==> src/rtl/rand_spawn_ctrl.sv <==
// rand_spawn_ctrl: turns the free-running LFSR word into spawn requests.
// A request fires when rnd < threshold while ARMED. The request carries a
// lane index that never equals the previously accepted lane. It is held on a
// valid/ack handshake, and each accepted spawn is followed by a fixed cool-down.
//
// state    | meaning
// ---------+------------------------------------------------------------
// IDLE     | spawner disarmed, waiting for enable
// COOLDOWN | minimum gap after an accepted spawn, rnd ignored
// ARMED    | sampling rnd every cycle for a hit
// REQUEST  | spawn_valid held with a stable lane until spawn_ack
module rand_spawn_ctrl #(
  parameter int LANES   = 8,
  parameter int MIN_GAP = 16
) (
  input  logic                     clk,
  input  logic                     reset,
  input  logic [9:0]               rnd,
  input  logic                     enable,
  input  logic [9:0]               threshold,
  input  logic                     spawn_ack,
  output logic                     spawn_valid,
  output logic [$clog2(LANES)-1:0] spawn_lane,
  output logic [7:0]               spawn_count,
  output logic                     busy
);

  localparam int LW = $clog2(LANES);

  localparam logic [1:0] IDLE     = 2'd0;
  localparam logic [1:0] COOLDOWN = 2'd1;
  localparam logic [1:0] ARMED    = 2'd2;
  localparam logic [1:0] REQUEST  = 2'd3;

  localparam logic [7:0] GAP_LOAD = 8'(MIN_GAP - 1);

  logic [1:0]    state_q, state_d;
  logic          valid_q, valid_d;
  logic [LW-1:0] lane_q, lane_d;
  logic [LW-1:0] last_lane_q, last_lane_d;
  logic [7:0]    gap_q, gap_d;
  logic [7:0]    count_q, count_d;

  logic [LW-1:0] cand;
  logic          hit;

  // The lane candidate is taken from the top LW bits of the random word.
  assign cand = rnd[9 -: LW];
  assign hit  = (rnd < threshold);

  // Next-state and datapath decisions for the spawner FSM.
  always_comb begin
    state_d     = state_q;
    valid_d     = valid_q;
    lane_d      = lane_q;
    last_lane_d = last_lane_q;
    gap_d       = gap_q;
    count_d     = count_q;

    case (state_q)
      IDLE: begin
        if (enable) begin
          state_d = ARMED;
        end
      end

      ARMED: begin
        if (!enable) begin
          state_d = IDLE;
        end else if (hit) begin
          state_d = REQUEST;
          valid_d = 1'b1;
          // Never repeat the last lane; LW-bit addition wraps mod LANES.
          if (cand == last_lane_q) begin
            lane_d = cand + 1'b1;
          end else begin
            lane_d = cand;
          end
        end
      end

      REQUEST: begin
        // The request is never withdrawn; only an ack ends it.
        if (spawn_ack) begin
          valid_d     = 1'b0;
          last_lane_d = lane_q;
          if (count_q != 8'hFF) begin
            count_d = count_q + 8'd1;
          end
          if (enable) begin
            state_d = COOLDOWN;
            gap_d   = GAP_LOAD;
          end else begin
            state_d = IDLE;
          end
        end
      end

      COOLDOWN: begin
        if (!enable) begin
          state_d = IDLE;
          gap_d   = 8'd0;
        end else if (gap_q == 8'd0) begin
          state_d = ARMED;
        end else begin
          gap_d = gap_q - 8'd1;
        end
      end

      default: begin
        state_d = IDLE;
        valid_d = 1'b0;
      end
    endcase
  end

  // State registers with immediate clear on reset; a pending request is dropped.
  always_ff @(posedge clk or posedge reset) begin
    if (reset) begin
      state_q     <= IDLE;
      valid_q     <= 1'b0;
      lane_q      <= '0;
      last_lane_q <= '0;
      gap_q       <= 8'd0;
      count_q     <= 8'd0;
    end else begin
      state_q     <= state_d;
      valid_q     <= valid_d;
      lane_q      <= lane_d;
      last_lane_q <= last_lane_d;
      gap_q       <= gap_d;
      count_q     <= count_d;
    end
  end

  assign spawn_valid = valid_q;
  assign spawn_lane  = lane_q;
  assign spawn_count = count_q;
  assign busy        = (state_q == COOLDOWN) || (state_q == REQUEST);

endmodule
==> config.mk <==
export PLATFORM = sky130hd
export DESIGN_NAME = rand_spawn_ctrl
export DESIGN_NICKNAME = d
export VERILOG_FILES = /design/src/rtl/rand_spawn_ctrl.sv
export SDC_FILE = /design/constraint.sdc
export NUM_CORES = 1
export LEC_CHECK = 0
export BUFFER_PORTS_ARGS = -buffer_cell sky130_fd_sc_hd__clkbuf_2
export CAP_MARGIN = 15
export CORE_UTILIZATION = 55
export CTS_BUF_LIST = sky130_fd_sc_hd__clkbuf_4 sky130_fd_sc_hd__clkbuf_8
export DETAILED_ROUTE_END_ITERATION = 8
export GPL_ROUTABILITY_DRIVEN = 1
export PLACE_DENSITY = 0.81
export SLEW_MARGIN = 0
export SYNTH_ARGS = -nofsm -noshare
export SYNTH_HDL_FRONTEND = slang
export SYNTH_SLANG_ARGS = --single-unit
==> constraint.sdc <==
create_clock -name clk -period 2.3 [get_ports clk]
set_input_delay 0.46 -clock clk [delete_from_list [all_inputs] [get_ports clk]]
set_output_delay 0.46 -clock clk [all_outputs]
set_load 0.02 [all_outputs]
---- Word level (Yosys, flattened, before mapping) ----
Cells that the tools add are included.
storage, ports and cells
  register bits after elaboration ......... 25
  bits of input ports ..................... 24
  logic and storage cells ................. 52
operators by class
  add/subtract/negate cells ............... 3
  magnitude comparators ................... 1
  equal/unequal tests ..................... 13
  multiplexer cells ....................... 18
  reductions and logical operators ........ 11
operator list
  operator                                                            number
  8-bit two-way mux                                                   4
  8-bit one-hot mux with 2 select lines                               1
  2-bit two-way mux                                                   6
  4-bit AND reduction                                                 3
  10-bit less-than comparator                                         1
  2-bit != test, second input constant                                5
  3-bit != test, second input constant                                3
  8-bit by 1-bit adder with 8-bit output, second input constant       1
  8-bit zero test                                                     1
  8-bit != test, second input constant                                1
  2-bit one-hot mux with 4 select lines                               1
  8-bit by 1-bit subtractor with 8-bit output, second input constant  1
  3-bit AND reduction                                                 2
  2-bit == test, second input constant                                2
  1-bit two-way mux                                                   4
  2-bit nonzero test                                                  2
  3-bit by 1-bit adder with 3-bit output, second input constant       1
  3-bit == test                                                       1
  3-bit two-way mux                                                   1
  2-bit by 1-bit == test with 1-bit output, second input constant     1
  2-bit zero test                                                     1
  1-bit one-hot mux with 2 select lines                               1
  2-bit AND reduction                                                 1
  1-bit logical OR                                                    1

---- Depth between registers and ports, before layout ----
  word-level depth ........................ 4
  gate-level depth with buffers ........... 7
  depth with buffers taken out ............ 7

---- Worst setup path after synthesis ----
Ideal clock, no wire load.
  path kind ............................... in2reg
  start point ............................. input threshold[3]
  end point ............................... register lane_q[0], in the netlist spawn_lane[0]
  library setup time ...................... 0.125 ns
  arrival ................................. 1.955 ns
  required time ........................... 2.175 ns
  setup slack ............................. 0.220 ns
  cell stages on the path ................. 7
  path buffers ............................ 0
  cells stage by stage .................... inv_1 ha_1 a21o_1 a21oi_1 o211ai_1 a211oi_1 mux2_2
between the ends
  cells in the longest elaborated chain, start to end .. 2
RTL lines
  item                                  RTL line  source
  start, declared                       20        input logic [9:0] threshold,
  10-bit less-than comparator           49        assign hit = (rnd < threshold);
  3-bit AND reduction (no source line)  n/a
  end signal, assigned                  129       lane_q <= lane_d;
  end, declared                         39        logic [LW-1:0] lane_q, lane_d;
Every way passes these cells.
A chain may end at the register's enable or synchronous reset.

---- Final worst setup path ----
  start point ............................. register gap_q[0]
  end point ............................... register gap_q[3]
between the ends
  cells in the longest elaborated chain, start to end .. 4
RTL lines
  item                                         RTL line  source
  start, declared                              41        logic [7:0] gap_q, gap_d;
  start signal, assigned                       131       gap_q <= gap_d;
  8-bit by 1-bit subtractor with 8-bit output  106       gap_d = gap_q - 8'd1;
  8-bit two-way mux                            103       end else if (gap_q == 8'd0) begin
  8-bit two-way mux                            100       if (!enable) begin
  8-bit one-hot mux with 2 select lines        60        case (state_q)
Parallel ways exist; a longest one is shown, timed or not. The select of a mux whose other input is x is not followed.

==> flow_summary_export.csv <==
group,metric,value,unit
finish,antennaDiodeCount,0,
routing,firstDrtPassIters,4,
finish,stdcell_count,234,
worst_hold_path,hold_class,"in2async",
clocking,cts_resized,0,
floorplan,die_h,55.5,µm
finish,drive_gt1_frac,0.276,
sta,maxSlewHeadroom,0.685,
finish,mostFrequentLayoutCells,"36 x clkbuf_2, 25 x dfrtp_1, 16 x inv_1, 13 x ha_1",
routing,post_drt_via_cell_ratio,5.62,
logic_synthesis,synth-seq-area-share,0.398,
finish,area_growth,16.2,%
worst_setup_path,start_kind,"register",
sta,finalCriticalPeriod,2.04,ns
placement,dp_slack,0.0959,ns
power,ir_worst_vdd,0.816,mV
floorplan,initial_core_util,0.575,
power,p_per_area,968,nW/µm²
sta,finalWorstSetupSlack,0.256,ns
clocking,clk_latency,0.32,ns
grt,grt_max_degree,26,
worst_setup_path,worst-endpoint-required,2.52,ns
sta,hold_viol,0,
floorplan,row_count,19,
clocking,cts.sink_count,25,
routing,drtAntennaViolNets,0,
floorplan,io_pins,37,
logic_synthesis,ys_warn_count,0,
power,leakagePower,0.950,nW
sta,clock_skew,0.0131,ns
logic_synthesis,avgSynthCellArea,9.64,µm²
worst_setup_path,crit_path_end_kind,"register",
placement,gp_congestion,0.946,
worst_setup_path,path_max_fanout,5,
floorplan,die-area,3080,µm²
clocking,cts_tree,"done",
logic_synthesis,ys_ff_latch,25,
placement,portBuffers,36,
clocking,cts_max_path_buffers,2,
sta,fmax,489,MHz
logic_synthesis,ys_top_cells_by_area,"dfrtp_1 40%, ha_1 10%, xnor2_1 6.7%",
sta,drv_slew,0,
sta,finalSetupViolCount,0,
placement,dp.cells,230,
clocking,post-cts-setup-buffers,0,
sta,finalCritPeriodShare,0.889,
routing,drc,0,
grt,grt_usage,0.245,
placement,hpwl,2540,µm
logic_synthesis,synth_area,1570,µm²
clocking,cts_hold_buf,0,
grt,antenna_found_initial,0,
logic_synthesis,synth_top_cell_by_area,"dfrtp_1",
clocking,htree_num_levels,1,
sta,finalSetupTns,0,ns
job,maxCapViolations,0,
routing,first_iter_violations,36,
logic_synthesis,postSynthNetCount,200,
floorplan,core-area,2730,µm²
grt,overflow,0,
routing,num_vias,1316,
finish,final_core_util,0.668,
logic_synthesis,ys_types,38,
routing,post_drt_wl_per_cell,13.6,µm
grt,grt_pass1_wl,5930,µm
run_status,status,"completed",
clocking,cts_inserted_buffers,3,
routing,wirelength,3180,µm
sta,rsz0062_at_grt,"false",
floorplan,die_w,55.5,µm
clocking,path_clk_slew,0.14,ns
finish,layout_commonest_cell,"clkbuf_2",
sta,worst_pin_slew,0.470,ns
grt,grt_pass1_vias,1359,
logic_synthesis,synth_top_area_share,0.398,
finish,nets,241,
sta,whs,0.135,ns
logic_synthesis,synth_cells,163,
worst_setup_path,crit_arrival,2.26,ns
worst_setup_path,critPathKind,"reg2reg",
clocking,clockRootBuffer,"clkbuf_4",
==> area by class of cell <==
| class | count | area, µm² |
|---|---|---|
| clock buffers | 3 | 22.5 |
| clock inverters | 1 | 5.00 |
| fillers | 223 | 908 |
| inverters | 16 | 60.1 |
| multi-input cells | 118 | 863 |
| flip-flops and latches | 25 | 626 |
| well taps | 31 | 38.8 |
| repair buffers | 40 | 210 |
==> final timing paths <==
path	from	end	slack, ns	cells after the start
worst max-delay path	gap_q[0]	gap_q[3]	0.26	6
worst min-delay path	reset	gap_q[0]	0.13	3
worst max register to register	gap_q[0]	gap_q[3]	0.26	6
worst min register to register	spawn_count[5]	spawn_count[5]	0.51	1
max in group asynchronous	reset	state_q[0]	1.92	3
min in group clk	spawn_ack	state_q[1]	0.43	2
==> Yosys cell counts (all sizes together) <==
cell type / number
nand3: 7
nor2: 12
xor2: 3
a211oi: 3
a21o: 4
or2: 1
a22oi: 3
nand2b: 3
mux2: 8
nor4: 1
ha: 13
a31oi: 1
and3: 5
a41oi: 1
a221oi: 1
a2bb2oi: 1
buf: 1
a22o: 1
and4: 1
a21bo: 1
nor3: 6
mux2i: 1
o22ai: 1
nor4b: 1
or4: 2
a21oi: 3
or4bb: 1
xnor2: 12
nor2b: 1
nand4: 2
dfrtp: 25
o211ai: 1
clkbuf: 3
inv: 16
nand2: 12
o21ai: 5
==> cell families after synthesis <==
kind of cell / count (synthesis) / synth area share
and+or+nand+nor: 55 / 0.184
xor gates and xnor gates: 15 / 0.0836
adders and majority gates: 13 / 0.104
DFF: 25 / 0.398
muxes: 9 / 0.0637
buffers and inverters: 20 / 0.0525
AOI/OAI and AO/OA: 26 / 0.115
==> critical path: stages (launching register included) <==
cell	delay, ns
dfrtp_1	0.46
inv_1	0.13
ha_1	0.18
or4bb_1	0.54
or2_2	0.31
a221oi_1	0.26
a21oi_1	0.07
==> per-layer routing <==
| layer | up-vias | part of all wire | track usage |
|---|---|---|---|
| li1 | 647 | - | - |
| met1 | 612 | 0.45 | 0.312 |
| met2 | 50 | 0.49 | 0.425 |
| met3 | 7 | 0.050 | 0.0328 |
| met4 | 0 | 0.017 | 0.0857 |
| met5 | - | 0 | 0 |
==> power breakdown <==
group          total [W]  internal (W)  switching [W]
logic           0.000776      0.000368       0.000408
registers       0.000795      0.000602       0.000194
clock network   0.000197     0.0000652       0.000132
total            0.00177       0.00103       0.000734
==> registers in the layout, indices dropped and copies added, names as in the netlist <==
register,flops
last_lane_q,3
spawn_lane,3
state_q,2
spawn_count,8
spawn_valid,1
gap_q,8
==> through the flow <==
stage | total power (W) | cell area, µm²
6_report | 0.00177 | 1830
4_1_cts | 0.00177 | 1830
5_1_grt | 0.00191 | 1830
3_5_place_dp | 0.00158 | 1800
2_1_floorplan | 0.00134 | 1570
3_3_place_gp | 0.00154 | 1800
Note: power is estimated with default switching activity, not from simulation.
